**config.mk**
```make
export PLATFORM = sky130hd
export DESIGN_NAME = multicycle_ctrl
export DESIGN_NICKNAME = d
export VERILOG_FILES = /design/src/rtl/multicycle_ctrl.sv
export SDC_FILE = /design/constraint.sdc
export NUM_CORES = 1
export LEC_CHECK = 0
export BUFFER_PORTS_ARGS = -buffer_cell sky130_fd_sc_hd__buf_2
export CAP_MARGIN = 0
export CORE_ASPECT_RATIO = 0.7
export CORE_MARGIN = 4
export CORE_UTILIZATION = 45
export CTS_CLUSTER_SIZE = 20
export DETAILED_ROUTE_END_ITERATION = 8
export PLACE_DENSITY = 0.76
export SYNTH_ARGS = -nofsm -noshare
export SYNTH_HDL_FRONTEND = slang
export SYNTH_SLANG_ARGS = --single-unit
```
**constraint.sdc**
```tcl
create_clock -name clk -period 1.85 [get_ports clk]
set_input_delay 0.37 -clock clk [delete_from_list [all_inputs] [get_ports clk]]
set_output_delay 0.37 -clock clk [all_outputs]
set_load 0.02 [all_outputs]
```
**src/rtl/multicycle_ctrl.sv**
```systemverilog
// multicycle_ctrl: MicroMIPS multicycle control FSM with memory watchdog.
// Define MC_CTRL_LINK_EN to enable the jal/jr link states.
module multicycle_ctrl #(
    parameter int unsigned MEM_WAIT_MAX = 15
) (
    input  logic       clk,
    input  logic       reset,
    input  logic [5:0] op,
    input  logic [5:0] fn,
    input  logic       zero,
    input  logic       mem_ready,
    output logic       InstData,
    output logic       MemRead,
    output logic       MemWrite,
    output logic       IRWrite,
    output logic       RegWrite,
    output logic [1:0] RegDst,
    output logic       RegInSrc,
    output logic       DRegSel0,
    output logic       DRegSel1,
    output logic       ALUSrcX,
    output logic [1:0] ALUSrcY,
    output logic [3:0] ALUFunc,
    output logic [1:0] PCSrc,
    output logic       PCWrite,
    output logic [3:0] state_out,
    output logic       illegal,
    output logic       mem_timeout
);
    localparam logic [3:0] S_FETCH  = 4'd0;
    localparam logic [3:0] S_DECODE = 4'd1;
    localparam logic [3:0] S_EX_R   = 4'd2;
    localparam logic [3:0] S_WB_R   = 4'd3;
    localparam logic [3:0] S_EX_I   = 4'd4;
    localparam logic [3:0] S_WB_I   = 4'd5;
    localparam logic [3:0] S_ADDR   = 4'd6;
    localparam logic [3:0] S_MEM_RD = 4'd7;
    localparam logic [3:0] S_WB_LW  = 4'd8;
    localparam logic [3:0] S_MEM_WR = 4'd9;
    localparam logic [3:0] S_BRANCH = 4'd10;
    localparam logic [3:0] S_JUMP   = 4'd11;
    localparam logic [3:0] S_JAL    = 4'd12;
    localparam logic [3:0] S_JR     = 4'd13;

    localparam logic [3:0] WAIT_LAST = 4'(MEM_WAIT_MAX - 1);

    logic [3:0] state_q, state_d;
    logic [3:0] wait_q, wait_d;
    logic       illegal_q, illegal_d;
    logic       timeout_q, timeout_d;
    logic       mem_state, expire;
    logic       is_r, is_i, is_jal, is_jr;
    logic [3:0] r_func, i_func;

    // R-type function field to ALU operation
    always_comb begin
        is_r   = (op == 6'd0);
        r_func = 4'd0;
        case (fn)
            6'd32:   r_func = 4'd0;
            6'd34:   r_func = 4'd1;
            6'd42:   r_func = 4'd2;
            6'd36:   r_func = 4'd3;
            6'd37:   r_func = 4'd4;
            6'd38:   r_func = 4'd5;
            6'd39:   r_func = 4'd6;
            default: is_r   = 1'b0;
        endcase
    end

    // I-type opcode to ALU operation
    always_comb begin
        is_i   = 1'b1;
        i_func = 4'd0;
        case (op)
            6'd8:    i_func = 4'd0;
            6'd10:   i_func = 4'd2;
            6'd12:   i_func = 4'd3;
            6'd13:   i_func = 4'd4;
            6'd14:   i_func = 4'd5;
            6'd15:   i_func = 4'd7;
            default: is_i   = 1'b0;
        endcase
    end

`ifdef MC_CTRL_LINK_EN
    assign is_jal = (op == 6'd3);
    assign is_jr  = (op == 6'd0) && (fn == 6'd8);
`else
    assign is_jal = 1'b0;
    assign is_jr  = 1'b0;
`endif

    assign mem_state = (state_q == S_FETCH) || (state_q == S_MEM_RD) ||
                       (state_q == S_MEM_WR);
    assign expire    = mem_state && !mem_ready && (wait_q == WAIT_LAST);

    // Next state, watchdog and output decode; everything drops during reset
    always_comb begin
        state_d   = state_q;
        wait_d    = 4'd0;
        illegal_d = illegal_q;
        timeout_d = timeout_q;
        InstData  = 1'b0;
        MemRead   = 1'b0;
        MemWrite  = 1'b0;
        IRWrite   = 1'b0;
        RegWrite  = 1'b0;
        RegDst    = 2'b00;
        RegInSrc  = 1'b0;
        ALUSrcX   = 1'b0;
        ALUSrcY   = 2'b00;
        ALUFunc   = 4'd0;
        PCSrc     = 2'b00;
        PCWrite   = 1'b0;
        case (state_q)
            S_FETCH: begin
                MemRead = 1'b1;
                if (mem_ready) begin
                    IRWrite = 1'b1;
                    PCWrite = 1'b1;
                    state_d = S_DECODE;
                end
            end
            S_DECODE: begin
                ALUSrcY = 2'b11;
                if (is_r)                          state_d = S_EX_R;
                else if (is_i)                     state_d = S_EX_I;
                else if (op == 6'd35 || op == 6'd43) state_d = S_ADDR;
                else if (op == 6'd4 || op == 6'd5) state_d = S_BRANCH;
                else if (op == 6'd2)               state_d = S_JUMP;
                else if (is_jal)                   state_d = S_JAL;
                else if (is_jr)                    state_d = S_JR;
                else begin
                    illegal_d = 1'b1;
                    state_d   = S_FETCH;
                end
            end
            S_EX_R: begin
                ALUSrcX = 1'b1;
                ALUSrcY = 2'b01;
                ALUFunc = r_func;
                state_d = S_WB_R;
            end
            S_WB_R: begin
                RegWrite = 1'b1;
                RegDst   = 2'b01;
                RegInSrc = 1'b1;
                state_d  = S_FETCH;
            end
            S_EX_I: begin
                ALUSrcX = 1'b1;
                ALUSrcY = 2'b10;
                ALUFunc = i_func;
                state_d = S_WB_I;
            end
            S_WB_I: begin
                RegWrite = 1'b1;
                RegInSrc = 1'b1;
                state_d  = S_FETCH;
            end
            S_ADDR: begin
                ALUSrcX = 1'b1;
                ALUSrcY = 2'b10;
                state_d = (op == 6'd35) ? S_MEM_RD : S_MEM_WR;
            end
            S_MEM_RD: begin
                InstData = 1'b1;
                MemRead  = 1'b1;
                if (mem_ready) state_d = S_WB_LW;
            end
            S_WB_LW: begin
                RegWrite = 1'b1;
                state_d  = S_FETCH;
            end
            S_MEM_WR: begin
                InstData = 1'b1;
                MemWrite = 1'b1;
                if (mem_ready) state_d = S_FETCH;
            end
            S_BRANCH: begin
                ALUSrcX = 1'b1;
                ALUSrcY = 2'b01;
                ALUFunc = 4'd1;
                PCSrc   = 2'b01;
                PCWrite = op[0] ? !zero : zero;
                state_d = S_FETCH;
            end
            S_JUMP: begin
                PCSrc   = 2'b10;
                PCWrite = 1'b1;
                state_d = S_FETCH;
            end
`ifdef MC_CTRL_LINK_EN
            S_JAL: begin
                ALUFunc  = 4'd8;
                RegWrite = 1'b1;
                RegDst   = 2'b10;
                RegInSrc = 1'b1;
                PCSrc    = 2'b10;
                PCWrite  = 1'b1;
                state_d  = S_FETCH;
            end
            S_JR: begin
                PCSrc   = 2'b11;
                PCWrite = 1'b1;
                state_d = S_FETCH;
            end
`endif
            default: state_d = S_FETCH;
        endcase
        if (mem_state && !mem_ready) begin
            if (expire) begin
                timeout_d = 1'b1;
                state_d   = S_FETCH;
            end else begin
                wait_d = wait_q + 4'd1;
            end
        end
        if (!reset) begin
            InstData = 1'b0;
            MemRead  = 1'b0;
            MemWrite = 1'b0;
            IRWrite  = 1'b0;
            RegWrite = 1'b0;
            RegDst   = 2'b00;
            RegInSrc = 1'b0;
            ALUSrcX  = 1'b0;
            ALUSrcY  = 2'b00;
            ALUFunc  = 4'd0;
            PCSrc    = 2'b00;
            PCWrite  = 1'b0;
        end
    end

    assign DRegSel0    = 1'b0;
    assign DRegSel1    = 1'b0;
    assign state_out   = reset ? state_q : S_FETCH;
    assign illegal     = illegal_q;
    assign mem_timeout = timeout_q;

    // State, wait counter and sticky flags
    always_ff @(posedge clk or negedge reset) begin
        if (!reset) begin
            state_q   <= S_FETCH;
            wait_q    <= 4'd0;
            illegal_q <= 1'b0;
            timeout_q <= 1'b0;
        end else begin
            state_q   <= state_d;
            wait_q    <= wait_d;
            illegal_q <= illegal_d;
            timeout_q <= timeout_d;
        end
    end
endmodule

```
==> flow_summary.ini, run 1 <==
[sta]
timing.final.crit_share_pct = 108
fmax_mhz = 501
hold_slack_ns = 0.214
setup_viol_count_final = 11
skew_ns = 0.000602
slew_violations = 0
period_needed_ns = 2.00
grt_setup_unrepaired = true
final_hold_viol_count = 0
setup_ws_ns = -0.145

[placement]
numPortBuffers = 37
routabilityCongestion = 0.905
placedCellCount = 247
hpwlAfterDp_um = 3060

[route]
drt-initial-drc-count = 108
vias = 1519
drcViolationCount = 0
antenna_left = 0
drt_wl_total_um = 4330
drt_first_pass_iters = 4
wl_per_cell_um = 16.9
viasPerCell = 5.91

[flow_run]
drv_cap = 0

[synth]
ys_seq_elements = 10
ys_dominant_reg_cell = dfrtp_1
synthCells = 161
yosysTopAreaCell = dfrtp_1
synth_top_cell_area_share_pct = 21.3
ys_warn_count = 0
synthArstFlopShare_pct = 100
avgSynthCellArea_um2 = 7.29
ys_seq_area_share_pct = 21.3
synth_area_um2 = 1170
synth_edf_count = 0
synthTopCellsByArea = dfrtp_1 (21%), a21oi_1 (5.1%), nor2_1 (5.1%), nand2b_1 (4.8%), nor3_1 (3.4%)
synth.distinct_cells = 50

[final_layout]
drive_above_1_share_pct = 44.4
instances_no_fill = 257
final.fill_count = 181
fin_nets = 242
antenna-diode-count = 0
area_delta_synth_final_pct = 60.0

[clocking]
htree_levels = 1
cts-root-buf = clkbuf_8
clk_latency_ns = 0.23
cts_tree = done
cts.clk_slew.worst_paths_ns = 0.05
numCtsBuffers = 3
cts.path.max_buffers = 2
cts_sinks = 10

[die]
die_h_um = 50.7
rows = 15
die_area_um2 = 3500
core_area_um2 = 2480
floorplan.die.width_um = 69.0
boundaryPins = 42
initial_core_util_pct = 47.4

[global_routing]
first_global_vias = 1381
track_usage_pct = 23.2
antenna_found_initial = 0
grt-ovfl-total = 0
grt_max_degree = 15
grt_first_pass_wirelength_um = 6670

[outcome]
violations = negative setup slack
status = finished with violations

[critical_path]
critical_path_required_ns = 1.48
cp.arrival_ns = 1.63
critPathKind = reg -> out
critPathMaxFanout = 5
cp-end-kind = output pin
startpoint_type = flip-flop

[power_and_ir_drop]
ir_worst_vdd_uv = 747
leakagePower_uw = 0.000839
powerDensity_nw_per_um2 = 868

[hold_path]
hold_class = in -> async
state kept, by name, indices dropped and copies added (netlist names):
| signal | count |
|---|---|
| illegal | 1 |
| mem_timeout | 1 |
| state_q | 4 |
| wait_q | 4 |
cell usage after synthesis, types with 2 or more instances:
cell type / number
ha_1: 2
inv_1: 10
o21a_1: 3
dfrtp_1: 10
o2111ai_1: 4
nor2b_1: 4
nand4b_1: 2
and4_1: 2
clkbuf_1: 7
o21ai_0: 8
nor3_1: 8
nor3b_1: 2
nor2_1: 16
a21o_1: 5
nand2_1: 9
nor4_1: 3
a211o_1: 2
nand3_1: 3
buf_4: 4
a221oi_1: 2
o31ai_1: 2
nand2b_1: 9
mux2i_1: 3
a31oi_1: 2
and2_1: 3
a21oi_1: 12
through the flow:
step / power (uW) / util (%) / instance area (um^2) / TNS (ns) / setup WS [ns]
finish: 1630 / 75.8 / 1880 / -0.828 / -0.145
global route: 1720 / 75.8 / 1880 / -1.56 / -0.218
CTS: 1500 / 70.2 / 1740 / -0.720 / -0.175
detailed placement: 1100 / 63.2 / 1570 / -0.0607 / -0.0508
global placement: 1080 / 63.2 / 1570 / 0 / 0.00543
floorplan: 796 / - / 1220 / -0.0111 / -0.0111
where the power goes:
part | total, uW | internal [uW] | switching [uW]
combinational | 1040 | 456 | 585
clock | 275 | 187 | 87.4
sequential | 315 | 258 | 57.5
total | 1630 | 901 | 730
worst max-delay path, cell delays in order (launching register included):
cell       delay, ns
dfrtp_1         0.40
buf_6           0.15
nor4_4          0.28
buf_4           0.17
o2111ai_2       0.09
a21oi_2         0.14
buf_4           0.15
final cells by class:
class	instances	area, um^2	area share (%)
multi-input combinational	132	1010	53.8
timing repair buffer	67	482	25.6
sequential	10	251	13.4
clock buffer	4	55.1	2.93
tap	34	42.5	2.27
inverter	10	37.5	2.00
layer usage:
| layer | track usage (%) | wire length, um | up-vias |
|---|---|---|---|
| li1 | - | - | 715 |
| met1 | 32.3 | 1850 | 725 |
| met2 | 38.8 | 2140 | 73 |
| met3 | 2.80 | 300 | 6 |
| met4 | 4.87 | 44 | 0 |
| met5 | 0 | 0 | - |
cells by family (layout without fill, tap and decap cells):
logic type / count (synthesis) / count (layout) / synth area share, %
and+or+nand+nor: 71 / 71 / 34.0
AOI/OAI and AO/OA: 50 / 50 / 29.9
buffers and inverters: 22 / 81 / 8.32
DFF: 10 / 10 / 21.3
muxes: 3 / 3 / 2.56
adders and majority gates: 2 / 2 / 2.13
xor gates and xnor gates: 2 / 2 / 1.49
other: 1 / 4 / 0.320
cells in the final DEF, fill, tap and decap left out, types with 3 or more instances in the layout:
cell	instances
a21o_1	5
a21oi_1	10
and2_1	3
buf_2	27
buf_4	32
buf_6	5
clkbuf_8	4
conb_1	4
dfrtp_1	9
inv_1	9
nand2_1	7
nand2b_1	7
nor2_1	12
nor2_2	3
nor2b_1	3
nor3_1	7
o2111ai_2	3
o21a_1	3
o21ai_0	8
final timing paths:
kind,end,slack [ns],depth (start not counted),from
hold / removal,wait_q[3]$_DFF_PN0_,0.21,2,reset
hold reg to reg,mem_timeout$_DFFE_PN0P_,0.45,1,mem_timeout$_DFFE_PN0P_
setup / recovery,ALUFunc[2],-0.15,6,state_q[3]$_DFF_PN0_
setup reg to reg,state_q[3]$_DFF_PN0_,0.09,6,state_q[2]$_DFF_PN0_
max in group asynchronous,state_q[1]$_DFF_PN0_,1.12,2,reset
min in group clk,mem_timeout$_DFFE_PN0P_,0.45,1,mem_timeout$_DFFE_PN0P_
timing repair:
item / in CTS / in global routing
gates resized for setup: 22 / 27
endpoints found under the hold margin: 1 / 0
setup buffers: 2 / 3
hold buffers: 1 / 0
pin swaps: 5 / 9
setup endpoints to repair: 10 / 14
Power figures use the tool's default switching activity.
==> inputs of run 2 (changes only) <==
==> constraint.sdc (replaced) <==
create_clock -name clk -period 1.85 [get_ports clk]
set_input_delay 0 -clock clk [delete_from_list [all_inputs] [get_ports clk]]
set_output_delay 0 -clock clk [all_outputs]
set_load 0.02 [all_outputs]
==> flow_summary.ini, run 2 (same netlist as run 1, synthesis figures left out) <==
[route]
drt_wl_total_um = 3510
antenna_left = 0
drcViolationCount = 0
met3_length_um = 324
viasPerCell = 5.87
wl_per_cell_um = 15.0
met2_length_um = 1570
vias = 1374
top_layer_used = met4
drt_first_pass_iters = 5
met1Wirelength_um = 1580
drt-initial-drc-count = 119

[final_layout]
final_cell_mix = buf_2 (37), nor2_1 (16), a21oi_1 (12)
area_delta_synth_final_pct = 27.0
largestRegisters = state_q x4, wait_q x4
antenna-diode-count = 0
final_common_cell = buf_2
drive_above_1_share_pct = 28.5
utilization_pct = 60.2
final_area_um2 = 1490
final.fill_count = 232
fin_nets = 220

[critical_path]
startpoint_type = flip-flop
worst_r2r_startpoint = state_q[2]$_DFF_PN0_
critical_path_required_ns = 1.85
critPathMaxFanout = 11
rrSetupSlack_ns = 0.21
critPathKind = reg -> out
r2r-end = state_q[0]$_DFF_PN0_
cp.arrival_ns = 1.72
cp-end-kind = output pin
r2r_cells = 4

[die]
floorplan.die.width_um = 69.0
rows = 15
boundaryPins = 42
initial_core_util_pct = 47.4
die_area_um2 = 3500
die_h_um = 50.7
core_area_um2 = 2480

[placement]
routabilityCongestion = 0.816
numPortBuffers = 37
hpwlAfterDp_um = 2710
dpl_worst_slack_ns = 0.175
place_area_um2 = 1410

[sta]
final_hold_viol_count = 0
slew_violations = 0
setup_ws_ns = 0.128
fin_setup_tns_ns = 0
fmax_mhz = 581
skew_ns = 0.00374
grt_setup_unrepaired = false
hold_slack_ns = 0.211
timing.final.crit_share_pct = 93.1
period_needed_ns = 1.72
setup_viol_count_final = 0

[clocking]
htree_levels = 1
postCtsSetupBuffers = 0
cts.clk_slew.worst_paths_ns = 0.05
clk_latency_ns = 0.23
cts_tree = done
cts_sinks = 10
numCtsBuffers = 3
cts.path.max_buffers = 2
cts-root-buf = clkbuf_8

[global_routing]
grt_first_pass_wirelength_um = 6110
first_global_vias = 1285
antenna_found_initial = 0
track_usage_pct = 20.8
grt_max_degree = 20
grt-ovfl-total = 0

[hold_path]
hold_class = in -> reg
hold-path-cell-count = 3
worstHoldStart = mem_ready
whs_endpoint = wait_q[3]$_DFF_PN0_

[power_and_ir_drop]
powerDensity_nw_per_um2 = 846
ir_worst_vdd_uv = 602
leakagePower_uw = 0.000684

[outcome]
status = finished, final reports clean

[flow_run]
drv_cap = 0
## run 2: changes by cell type in the layout (fill, tap and decap cells not counted), sizes merged
cell    previous run  this run
buf               66        44
clkbuf             4         3
## run 2: report_power, final
part           leakage [uW]  internal [uW]  switching [uW]
combinational      0.000536            263             460
clock             0.0000216            142            74.1
sequential         0.000126            259            62.8
## run 2: how the worst max path moves through the flow
stage,from,to,cells past startpoint
after detailed placement,state_q[1]$_DFF_PN0_,ALUFunc[0],5
after global placement,op[0],state_q[1]$_DFF_PN0_,5
after CTS,state_q[2]$_DFF_PN0_,ALUFunc[2],5
after floorplan,state_q[2]$_DFF_PN0_,ALUFunc[0],5
final,state_q[3]$_DFF_PN0_,PCWrite,7
after global routing,state_q[1]$_DFF_PN0_,ALUFunc[0],5
## run 2: layout make-up
type	count	area (um^2)	area share (%)
Timing Repair Buffer	45	251	16.9
Clock buffer	3	41.3	2.77
Multi-Input combinational cell	132	863	57.9
Sequential cell	10	254	17.0
Tap cell	34	42.5	2.85
Inverter	10	37.5	2.52
## run 2: what timing repair did
action	CTS	global route
gates resized for setup	1	6
hold buffers	1	0
setup endpoints to repair	3	4
endpoints found under the hold margin	10	0
## run 2: through the flow
| step | std cells | power (uW) |
|---|---|---|
| floorplan | 164 | 783 |
| global placement | 230 | 980 |
| detailed placement | 230 | 1020 |
| CTS | 234 | 1250 |
| global route | 234 | 1360 |
| finish | 234 | 1260 |
## run 2: worst max-delay path, cell delays in order (launching register included)
cell	delay, ns
dfrtp_2	0.44
buf_6	0.16
nor2b_1	0.14
buf_4	0.15
nand2_1	0.11
nor2_1	0.07
a211o_1	0.26
buf_2	0.16
## run 2: metal layers
layer,up-vias,global-route usage [%]
li1,667,-
met1,618,29.1
met2,81,32.4
met3,8,4.80
met4,0,4.55
met5,-,0
